### config.mk
export PLATFORM = sky130hd
export DESIGN_NAME = btn_debouncer_multi
export DESIGN_NICKNAME = d
export VERILOG_FILES = /design/src/rtl/btn_pkg.sv /design/src/rtl/btn_channel.sv /design/src/rtl/btn_debouncer_multi.sv
export SDC_FILE = /design/constraint.sdc
export NUM_CORES = 1
export LEC_CHECK = 0
export ABC_CLOCK_PERIOD_IN_PS = 16400
export CAP_MARGIN = 15
export CORE_AREA = 2 2 176 144
export CTS_BUF_LIST = sky130_fd_sc_hd__clkbuf_2
export CTS_CLUSTER_DIAMETER = 120
export DETAILED_ROUTE_END_ITERATION = 10
export DIE_AREA = 0 0 178 146
export SETUP_SLACK_MARGIN = 0.05
export SLEW_MARGIN = 15
export SYNTH_ARGS = -nofsm -noshare
export SYNTH_HDL_FRONTEND = slang
export SYNTH_SLANG_ARGS = --single-unit
### constraint.sdc
create_clock -name clk_100Mhz -period 16.4 [get_ports clk_100Mhz]
set_input_delay 3.28 -clock clk_100Mhz [delete_from_list [all_inputs] [get_ports clk_100Mhz]]
set_output_delay 3.28 -clock clk_100Mhz [all_outputs]
set_load 0.05 [all_outputs]
### src/rtl/btn_pkg.sv
// btn_pkg: shared timing constants, widths and hold-phase encoding for the button debouncer
package btn_pkg;
  function automatic int max2(input int a, input int b);
    return (a > b) ? a : b;
  endfunction
  localparam int DEBOUNCE_100US = 10000;
  localparam int HOLD_500MS = 50000000;
  localparam int REPEAT_100MS = 10000000;
  localparam int CNT_W = $clog2(DEBOUNCE_100US);
  localparam int HOLD_W = $clog2(max2(HOLD_500MS, REPEAT_100MS));
  typedef enum logic {FIRST = 1'b0, REPEAT = 1'b1} phase_t;
endpackage

### src/rtl/btn_channel.sv
// btn_channel: one button: 2-flop sync, stable-count debounce, press/release pulses, hold auto-repeat
module btn_channel
  import btn_pkg::*;
#(
  parameter int COUNT_SIZE = DEBOUNCE_100US,
  parameter int HOLD_COUNT = HOLD_500MS,
  parameter int REPEAT_COUNT = REPEAT_100MS,
  parameter bit REPEAT_EN = 1'b1
) (
  input  logic clk_100Mhz,
  input  logic rst,
  input  logic btn_in,
  output logic btn_level,
  output logic btn_press,
  output logic btn_release,
  output logic btn_repeat
);
  localparam int CW = $clog2(COUNT_SIZE);
  localparam int HW = $clog2(max2(HOLD_COUNT, REPEAT_COUNT));
  logic [1:0] r_sync;
  logic [CW-1:0] r_cnt;
  logic r_level, r_press, r_release;
  logic w_acc, w_fall;
  assign w_acc = (r_sync[1] != r_level) && (r_cnt == CW'(COUNT_SIZE - 1));
  assign w_fall = w_acc && r_level;
  always_ff @(posedge clk_100Mhz or posedge rst)
    if (rst) begin
      r_sync <= '0;
      r_cnt <= '0;
      r_level <= 1'b0;
      r_press <= 1'b0;
      r_release <= 1'b0;
    end else begin
      r_sync <= {r_sync[0], btn_in};
      r_cnt <= (r_sync[1] == r_level || w_acc) ? '0 : r_cnt + 1'b1;
      r_level <= r_level ^ w_acc;
      r_press <= w_acc && !r_level;
      r_release <= w_fall;
    end
  assign btn_level = r_level;
  assign btn_press = r_press;
  assign btn_release = r_release;
  generate
    if (REPEAT_EN) begin : g_rep
      logic [HW-1:0] r_hold, w_hold_nxt;
      phase_t r_phase, w_phase_nxt;
      logic r_repeat, w_repeat_nxt, w_term;
      assign w_term = r_hold == ((r_phase == FIRST) ? HW'(HOLD_COUNT - 1) : HW'(REPEAT_COUNT - 1));
      always_ff @(posedge clk_100Mhz or posedge rst)
        if (rst) begin
          r_hold <= '0;
          r_phase <= FIRST;
          r_repeat <= 1'b0;
        end else begin
          r_hold <= w_hold_nxt;
          r_phase <= w_phase_nxt;
          r_repeat <= w_repeat_nxt;
        end
      // a release accepted on the terminal edge suppresses that repeat pulse
      always_comb begin
        w_hold_nxt = !r_level || w_term ? '0 : r_hold + 1'b1;
        w_phase_nxt = !r_level ? FIRST : (w_term ? REPEAT : r_phase);
        w_repeat_nxt = r_level && w_term && !w_fall;
      end
      assign btn_repeat = r_repeat;
    end else begin : g_norep
      assign btn_repeat = 1'b0;
    end
  endgenerate
endmodule

### src/rtl/btn_debouncer_multi.sv
// btn_debouncer_multi: N_BTN independent debounced button channels
module btn_debouncer_multi
  import btn_pkg::*;
#(
  parameter int N_BTN = 4,
  parameter int COUNT_SIZE = DEBOUNCE_100US,
  parameter int HOLD_COUNT = HOLD_500MS,
  parameter int REPEAT_COUNT = REPEAT_100MS,
  parameter bit REPEAT_EN = 1'b1
) (
  input  logic clk_100Mhz,
  input  logic rst,
  input  logic [N_BTN-1:0] btn_in,
  output logic [N_BTN-1:0] btn_level,
  output logic [N_BTN-1:0] btn_press,
  output logic [N_BTN-1:0] btn_release,
  output logic [N_BTN-1:0] btn_repeat
);
  for (genvar i = 0; i < N_BTN; i++) begin : g_ch
    btn_channel #(
      .COUNT_SIZE(COUNT_SIZE),
      .HOLD_COUNT(HOLD_COUNT),
      .REPEAT_COUNT(REPEAT_COUNT),
      .REPEAT_EN(REPEAT_EN)
    ) u_ch (
      .clk_100Mhz(clk_100Mhz),
      .rst(rst),
      .btn_in(btn_in[i]),
      .btn_level(btn_level[i]),
      .btn_press(btn_press[i]),
      .btn_release(btn_release[i]),
      .btn_repeat(btn_repeat[i])
    );
  end
endmodule

==> results.txt <==
Register area share after synthesis: 49.22%
Inserted Clock Buffers: 17
Total negative setup slack: 0 ns
Wire length per cell: 14.56 um
Worst rel slew slack: 41.12%
Final Max Slew Viols: 0
Synth Area in XOR/XNOR: 9.164%
Pwr Density: 70.90 mW/mm2
Setup crit end kind: output port
Int Power: 529.4 uW
Clock share of power: 31.8%
Num ports: 22
P_leak: 3.737 nW
Final-report hold violation count: 0
Mapped Nets: 948
Yosys top cell area share: 49.22%
MaxCap Viol Count: 0
CTS H-tree depth: 4
Syn_area_per_cell: 10.23 um2
Initial Utilization: 39.73%
DP HPWL: 11,420 um
Worst path top cell family by delay: buffers and inverters
Hold_sp: g_ch[3].u_ch.r_sync[0]$_DFF_PP0_
Final nets: 935
Post-Route Utilization: 41.99%
DRT Pass-1 Iters: 5
Post-synth top cells: dfrtp_1 (188), nor3_1 (68), nor2_1 (63)
Crit path DAT: 2.15 ns
Vias in the first global route: 6,418
Starting DRC count in detailed routing: 485
Hold Buf Count CTS: 0
Detailed Route WL: 18,250 um
Yosys reg bits: 188
Post-Synthesis Cells: 934
Mux cell area share after synthesis: 0.4713%
Worst skew pair latency: 0.77 ns
Final Skew: 0.04388 ns
Critical R2R Launch: g_ch[1].u_ch.g_rep.r_hold[9]$_DFF_PP0_
Synth Cell Area: 0.009558 mm2
Worst slew pin tran: 0.8832 ns
CP peak stage delay: 0.85 ns
Kind of critical path: reg2out
Number of vias per cell: 5.525
Clk sinks: 188
Ratio of final minimum period to clock period: 33.09%
Post-synthesis compound-gate area fraction: 8.836%
Congestion Overflow GR: 0
Fin crit period: 5.426 ns
Die Y: 146 um
First-pass GRT wire length: 31,860 um
Via count: 6,923
I/O Buffers: 21
Share of cells above drive strength 1: 5.675%
Synth cell types: 49
Detail Route Antenna Nets: 0
Largest net degree at the start of global routing: 120
Sequential power share: 65.9%
CTS root buf: clkbuf_2
Row cnt: 51
Most instantiated library cell after synthesis: dfrtp_1
Largest cells by area after synthesis: dfrtp_1 (49%), xor2_1 (5.1%), xnor2_1 (4.0%)
HP Class: reg2reg
CTS clk-pin slew, worst paths: 0.28 ns
Leading area contributor after synthesis: dfrtp_1
Switching pwr: 186.8 uW
EDFF count, synth: 0
Sw Ratio: 26.08%
Worst path buffer plus inverter count: 1
RD Place Congestion: 0.7963
Crit-path slowest cell: clkdlybuf4s50_1
Achievable Freq: 184.3 MHz
DRC Markers: 0
Peak supply drop: 0.05543 mV
Most common flop cell mapped by yosys: dfrtp_1
Worst Path Required: 13.12 ns
CTS tree: yes
Adder-cell area share of the yosys netlist: 1.047%
CP startpoint kind: flop
Clock Tree Buf Depth: 2
RSZ-0062 raised after global routing: false
Status: finished, final reports clean
R2R Setup Slk: 13.82 ns
Main combinational cell family by area after synthesis: simple AND/OR/NAND/NOR gates
Tot GR Track Use: 14.72%
Synthesis Warnings: 0
Crit path cell chain: clkdlybuf4s50_1
Core area: 0.02406 mm2
Die area: 0.02599 mm2
Post-CTS setup buffers: 0
Combinational share of power: 2.3%
Post-synth ARST share: 100.0%
Antenna violations before repair: 1
Die X: 178 um
Post-Synth Simple-Gate Area: 26.97%
Post_cts resized: 0
Layout area overhead: 5.695%
Critical Path Fanout Max: 7
# setup viols final: 0
[path summary, 6_finish.rpt]
check,endpoint,depth (start not counted)
worst min-delay path,g_ch[3].u_ch.r_sync[1]$_DFF_PP0_,0
max in group asynchronous,g_ch[2].u_ch.g_rep.r_hold[16]$_DFF_PP0_,3
worst max-delay path,btn_level[2],1
worst max register to register,g_ch[1].u_ch.g_rep.r_hold[1]$_DFF_PP0_,5
min in group asynchronous,g_ch[1].u_ch.r_sync[0]$_DFF_PP0_,2
worst min register to register,g_ch[3].u_ch.r_sync[1]$_DFF_PP0_,0
[kinds of logic after synthesis]
kind of cell,after synthesis
AND/OR/NAND/NOR,449
adder cells (fa/ha/maj),8
multiplexers,4
AO/OA/AOI/OAI,107
buffers and inverters,78
flip-flops,188
XOR/XNOR,100
[routing by layer]
layer  track usage [%]  wire length, um  vias up  share of wire (%)
met5                 0                0        -                  0
met4             3.648              181        0               0.99
met3             3.187              571       13                3.1
met2             21.55             7904       89                 43
met1             22.02             9589     3369                 53
li1                  -                -     3452                  -
[cells in the final DEF (no fill, tap or decap), types with 4 or more instances in the layout]
master / netlist / layout
dfrtp_1: 188 / 188
nor3_1: 68 / 68
nor2_1: 63 / 63
nand4_1: 59 / 59
nand3_1: 58 / 58
xor2_1: 56 / 56
a211oi_1: 46 / 46
xnor2_1: 44 / 44
nand2_1: 43 / 43
or4_1: 32 / 32
o31ai_1: 26 / 26
or3_1: 22 / 22
clkdlybuf4s50_1: 0 / 21
and4_1: 20 / 20
and3_1: 20 / 20
o21ai_0: 19 / 19
clkbuf_2: 2 / 17
inv_1: 16 / 15
nor4_1: 14 / 14
nor3b_1: 9 / 9
nor4b_1: 8 / 8
and2_1: 8 / 8
ha_1: 8 / 8
clkinv_1: 4 / 6
inv_6: 0 / 5
clkinvlp_4: 0 / 5
buf_4: 20 / 5
a2111oi_4: 4 / 4
o211a_1: 4 / 4
mux2_2: 4 / 4
o21a_1: 4 / 4
[flip-flops by register name, summed over array words and instances (netlist names), named ones only]
register,flops
g_ch.u_ch.g_rep.r_hold,104
g_ch.u_ch.r_cnt,56
g_ch.u_ch.r_sync,8
g_ch.u_ch.btn_press,4
g_ch.u_ch.btn_release,4
g_ch.u_ch.btn_repeat,4
g_ch.u_ch.g_rep.r_phase,4
[final cells by class]
cell class / count / area (um2)
Sequential cell: 188 / 4705
Multi-Input combinational cell: 668 / 4443
Timing Repair Buffer: 26 / 247.7
Antenna cell: 1 / 2.502
Inverter: 20 / 82.58
Clock buffer: 17 / 85.08
Clock inverter: 15 / 138.9
Fill cell: 2325 / 13950
Tap cell: 318 / 397.9
[power groups by stage]
stage	Clock (mW)	Sequential, mW	Combinational (mW)
floorplan	0	0.479	0.0124
CTS	0.240	0.472	0.0179
finish	0.228	0.472	0.0168
detailed placement	0	0.479	0.0178
global route	0.260	0.473	0.0201
global placement	0	0.479	0.0177
[metrics by stage]
stage	std cells	power [mW]	hold WS [ns]	instance area [um2]	worst slack (ns)
after global routing	1253	0.7533	0.3930	10100	10.78
final	1253	0.7163	0.3870	10100	10.97
after detailed placement	1220	0.4973	0.3362	9876	10.99
after global placement	1220	0.4972	0.3322	9876	11.02
after CTS	1252	0.7303	0.3881	10100	10.86
after floorplan	934	0.4911	0.3312	9558	8.006
No activity file was read; power rests on OpenSTA's default activity.
